[src/rtl/sram_bank.sv]
// sram_bank: small register-based storage bank with per-entry occupancy
// flags, a one-cycle registered read port, and a sweep engine that clears
// every entry, one per cycle.
//
// state | meaning
// ------+-----------------------------------------------------------------
// IDLE  | accepts one request per cycle: ClearAll > Clear > Load > RD
// SWEEP | zeroes one entry per cycle; all requests are ignored
module sram_bank #(
  parameter int WIDTH  = 32,
  parameter int DEPTH  = 8,
  parameter int ADDR_W = 3
) (
  input  logic              clk,
  input  logic              rst,
  input  logic              RD,
  input  logic              Load,
  input  logic              Clear,
  input  logic              ClearAll,
  input  logic [ADDR_W-1:0] Address,
  input  logic [WIDTH-1:0]  dataIn,
  output logic [WIDTH-1:0]  dataOut,
  output logic              dataValid,
  output logic              busy,
  output logic              err,
  output logic [DEPTH-1:0]  led
);

  typedef enum logic {
    IDLE  = 1'b0,
    SWEEP = 1'b1
  } state_t;

  localparam logic [ADDR_W-1:0] LAST_ENTRY = ADDR_W'(DEPTH - 1);
  localparam logic [31:0]       DEPTH_U    = 32'(DEPTH);

  state_t            state_q, state_d;
  logic [ADDR_W-1:0] cnt_q, cnt_d;
  logic [WIDTH-1:0]  mem [DEPTH];

  logic              addr_ok;
  logic              wr_en;
  logic [ADDR_W-1:0] wr_addr;
  logic [WIDTH-1:0]  wr_data;
  logic              led_val;
  logic              rd_en;
  logic              err_d;

  // Address range check; only meaningful when DEPTH is not a power of two.
  assign addr_ok = ({{(32-ADDR_W){1'b0}}, Address} < DEPTH_U);

  assign busy = (state_q == SWEEP);

  // Request arbitration, sweep sequencing and the single write port control.
  // The sweep shares the write port so an entry and its led bit clear together.
  always_comb begin
    state_d = state_q;
    cnt_d   = cnt_q;
    wr_en   = 1'b0;
    wr_addr = Address;
    wr_data = dataIn;
    led_val = 1'b0;
    rd_en   = 1'b0;
    err_d   = 1'b0;
    case (state_q)
      IDLE: begin
        if (ClearAll) begin
          state_d = SWEEP;
          cnt_d   = '0;
        end else if (Clear) begin
          if (addr_ok) begin
            wr_en   = 1'b1;
            wr_data = '0;
            led_val = 1'b0;
          end else begin
            err_d = 1'b1;
          end
        end else if (Load) begin
          if (addr_ok) begin
            wr_en   = 1'b1;
            wr_data = dataIn;
            led_val = 1'b1;
          end else begin
            err_d = 1'b1;
          end
        end else if (RD) begin
          if (addr_ok) begin
            rd_en = 1'b1;
          end else begin
            err_d = 1'b1;
          end
        end
      end
      SWEEP: begin
        wr_en   = 1'b1;
        wr_addr = cnt_q;
        wr_data = '0;
        led_val = 1'b0;
        if (cnt_q == LAST_ENTRY) begin
          state_d = IDLE;
          cnt_d   = '0;
        end else begin
          cnt_d = cnt_q + 1'b1;
        end
      end
      default: begin
        state_d = IDLE;
        cnt_d   = '0;
      end
    endcase
  end

  // State and sweep counter registers.
  always_ff @(posedge clk) begin
    if (rst) begin
      state_q <= IDLE;
      cnt_q   <= '0;
    end else begin
      state_q <= state_d;
      cnt_q   <= cnt_d;
    end
  end

  // Storage array; not reset, stale contents are masked by led on read.
  always_ff @(posedge clk) begin
    if (!rst && wr_en) begin
      mem[wr_addr] <= wr_data;
    end
  end

  // Occupancy flags follow every write to the same entry.
  always_ff @(posedge clk) begin
    if (rst) begin
      led <= '0;
    end else if (wr_en) begin
      led[wr_addr] <= led_val;
    end
  end

  // Registered read data plus the one-cycle valid and error pulses.
  always_ff @(posedge clk) begin
    if (rst) begin
      dataOut   <= '0;
      dataValid <= 1'b0;
      err       <= 1'b0;
    end else begin
      dataValid <= rd_en;
      err       <= err_d;
      if (rd_en) begin
        dataOut <= led[Address] ? mem[Address] : '0;
      end
    end
  end

endmodule

[config.mk]
export PLATFORM = sky130hd
export DESIGN_NAME = sram_bank
export DESIGN_NICKNAME = d
export VERILOG_FILES = /design/src/rtl/sram_bank.sv
export SDC_FILE = /design/constraint.sdc
export NUM_CORES = 1
export LEC_CHECK = 0
export ABC_AREA = 1
export CAP_MARGIN = 40
export CORE_MARGIN = 1
export CORE_UTILIZATION = 45
export DETAILED_ROUTE_END_ITERATION = 10
export PLACE_DENSITY = 0.69
export SYNTH_ARGS = -nofsm -noshare
export SYNTH_HDL_FRONTEND = slang
export SYNTH_SLANG_ARGS = --single-unit
[constraint.sdc]
create_clock -name clk -period 12.27 [get_ports clk]
set_clock_uncertainty 0.05 [all_clocks]
set_input_delay 2.454 -clock clk [delete_from_list [all_inputs] [get_ports clk]]
set_output_delay 2.454 -clock clk [all_outputs]
set_load 0.05 [all_outputs]
==> impl_metrics.ini <==
[sta]
finalCriticalPeriod_ps = 4730
setup_viol = 0
finalMaxSlewViolations = 0
period_share_pct = 38.6
final.setup.worst_slack_ps = 7540
rsz0062_at_grt = false
worstMarginPinSlew_ps = 838
setup_tns_ps = 0
hold_violations = 0
maxSlewHeadroom_pct = 44.1
fmax_mhz = 211
fin_hold_ws_ps = 414

[placed_design]
io_buffers = 82
dp_slack_ps = 6960
dp_hpwl_mm = 15.9
routabilityCongestion = 0.760

[finish]
n_antenna_cell = 0
nFillCells = 2520
syn_to_final_growth_pct = 15.7
final_cell_mix = 458 x nand2_1, 303 x inv_1, 256 x edfxtp_1
multi_input_area_sq_um = 3260
drive_gt1_share_pct = 6.71
final_common_cell = nand2_1
fin_nets = 1540
seq_area_sq_um = 8590

[route]
viasPerCell = 4.79
drc = 0
finalWirelength_mm = 29.0
drtIter0Drc = 686
wire_per_inst_um = 15.2
vias = 9116
dr.pass1.iters = 5
antenna_left = 0

[synthesis]
synthArstFlopShare_pct = 0
avgSynthCellArea_sq_um = 9.36
synth_nets = 1474
synth_edf_count = 256
yosysWarnings = 0
synth_area_sq_um = 13400
synth_cell_types = 23
synth_ff_type = edfxtp_1
synthCells = 1431
ys_ff_latch = 301
ys_seq_area_share_pct = 64.1

[clocking]
cts.root.buffer_cell = clkbuf_16
cts_resized = 0
hold_buffers = 0
cts.sinks = 301
clockBufferDepth = 3
post_cts.repair.setup_buffers = 0
insertion_delay_ps = 550
cts_tree = built
cts_buffers = 31
path_clk_slew_ps = 60
htreeDepth = 1

[grt]
grt_overflow = 0
grt_pass1_wl_mm = 45.8
grt_max_degree = 75
antenna_found_initial = 0
grtUsageTotal_pct = 19.2
grt_pass1_vias = 8732

[setup_path]
cp_cell_sequence = clkdlybuf4s50_1 -> nor2_8 -> nand3_2 -> clkinv_1 -> buf_8 -> nand3_1 -> a21oi_1
slowest_stage = clkinv_1
cp.required_ps = 12620
end_kind = flop
cp-start-kind = input pin
cp.arrival_ps = 5080
path_max_fanout = 34
cpPeakStageDelay_ps = 760
crit_type = in -> reg

[die]
fp-row-count = 62
core_area_sq_um = 29000
ios = 84
die_h_um = 175
die_w_um = 175
start_util_pct = 46.2
die-area_sq_um = 30500

[pwr]
p_sw_mw = 0.498
p_clk_share_pct = 41.0
p_per_area_nw_per_um2 = 144
p_leak_nw = 6.90
internal_power_mw = 1.74
sw_frac_of_total_pct = 22.3
pwr-share-comb_pct = 7.8
vdd_drop_max_v = 0.000101
p_seq_share_pct = 51.2

[flow_run]
cap_violations = 0

[status]
outcome = complete, no violations

[hold_path]
min_path_type = reg -> reg
## area by class of cell
class / count / share of cell area (%)
inverter: 306 / 7.42
multi-input combinational: 755 / 21.0
clock inverter: 12 / 0.524
sequential: 301 / 55.4
clock buffer: 44 / 6.05
tap: 384 / 3.10
timing repair buffer: 102 / 6.49
## metrics by stage
stage / utilization, % / power (mW) / cell area [sq um] / cells
final: 53.5 / 2.24 / 15500 / 1904
after global routing: 53.5 / 2.32 / 15500 / 1904
after CTS: 53.5 / 2.25 / 15500 / 1904
after detailed placement: 49.9 / 1.34 / 14500 / 1848
after global placement: 49.7 / 1.34 / 14400 / 1845
after floorplan: - / 1.29 / 13400 / 1431
## worst max-delay path, delay by kind of cell
kind	cells	cell delay (ps)
AND/OR/NAND/NOR	3	740
buffers and inverters	3	1800
AO/OA/AOI/OAI	1	70
## cells in the mapped netlist (3+ instances only)
master,count,area (sq um)
o21ai_0,10,50.1
nand2_2,20,125
nand2_1,458,1720
inv_1,304,1140
buf_4,6,45.0
buf_6,13,146
nor3_1,8,40.0
edfxtp_1,256,7690
a21oi_1,43,215
nand3_1,164,821
dfxtp_1,45,901
buf_2,37,185
nor2_1,43,161
o21ai_1,3,15.0
clkbuf_1,11,41.3
## logic make-up after synthesis
logic type | after synthesis | share of synthesized area [%]
buffers and inverters | 375 | 11.9
and+or+nand+nor | 695 | 21.6
DFF | 301 | 64.1
AOI/OAI and AO/OA | 57 | 2.15
other | 1 | 0.0280
adders and majority gates | 2 | 0.187
## sequential cells by signal, indices dropped and copies added, names as in the netlist
name and flops:
mem 256, dataValid 1, led 8, cnt_q 3, busy 1, dataOut 32
## power groups by stage
| stage | Clock [mW] | Sequential [mW] | Combinational (mW) |
|---|---|---|---|
| 6_report | 0.916 | 1.15 | 0.175 |
| 5_1_grt | 0.975 | 1.15 | 0.195 |
| 4_1_cts | 0.933 | 1.15 | 0.176 |
| 3_5_place_dp | 0 | 1.17 | 0.175 |
| 3_3_place_gp | 0 | 1.17 | 0.169 |
| 2_1_floorplan | 0 | 1.17 | 0.112 |
## routing by layer
layer / global-route usage (%) / share of wire, %
met2: 33.2 / 48
met4: 5.22 / 2.0
met5: 0 / 0
met1: 25.2 / 45
met3: 2.87 / 5.1
## path summary, 6_finish.rpt
check / startpoint / end / slack, ps / cells past startpoint
hold / removal: dataOut[2]$_SDFFE_PP0P_ / dataOut[2]$_SDFFE_PP0P_ / 410 / 2
setup reg to reg: busy$_SDFF_PP0_ / dataOut[31]$_SDFFE_PP0P_ / 9460 / 6
setup / recovery: ClearAll / dataOut[31]$_SDFFE_PP0P_ / 7540 / 7
hold reg to reg: dataOut[2]$_SDFFE_PP0P_ / dataOut[2]$_SDFFE_PP0P_ / 410 / 2
Power figures use the tool's default switching activity.
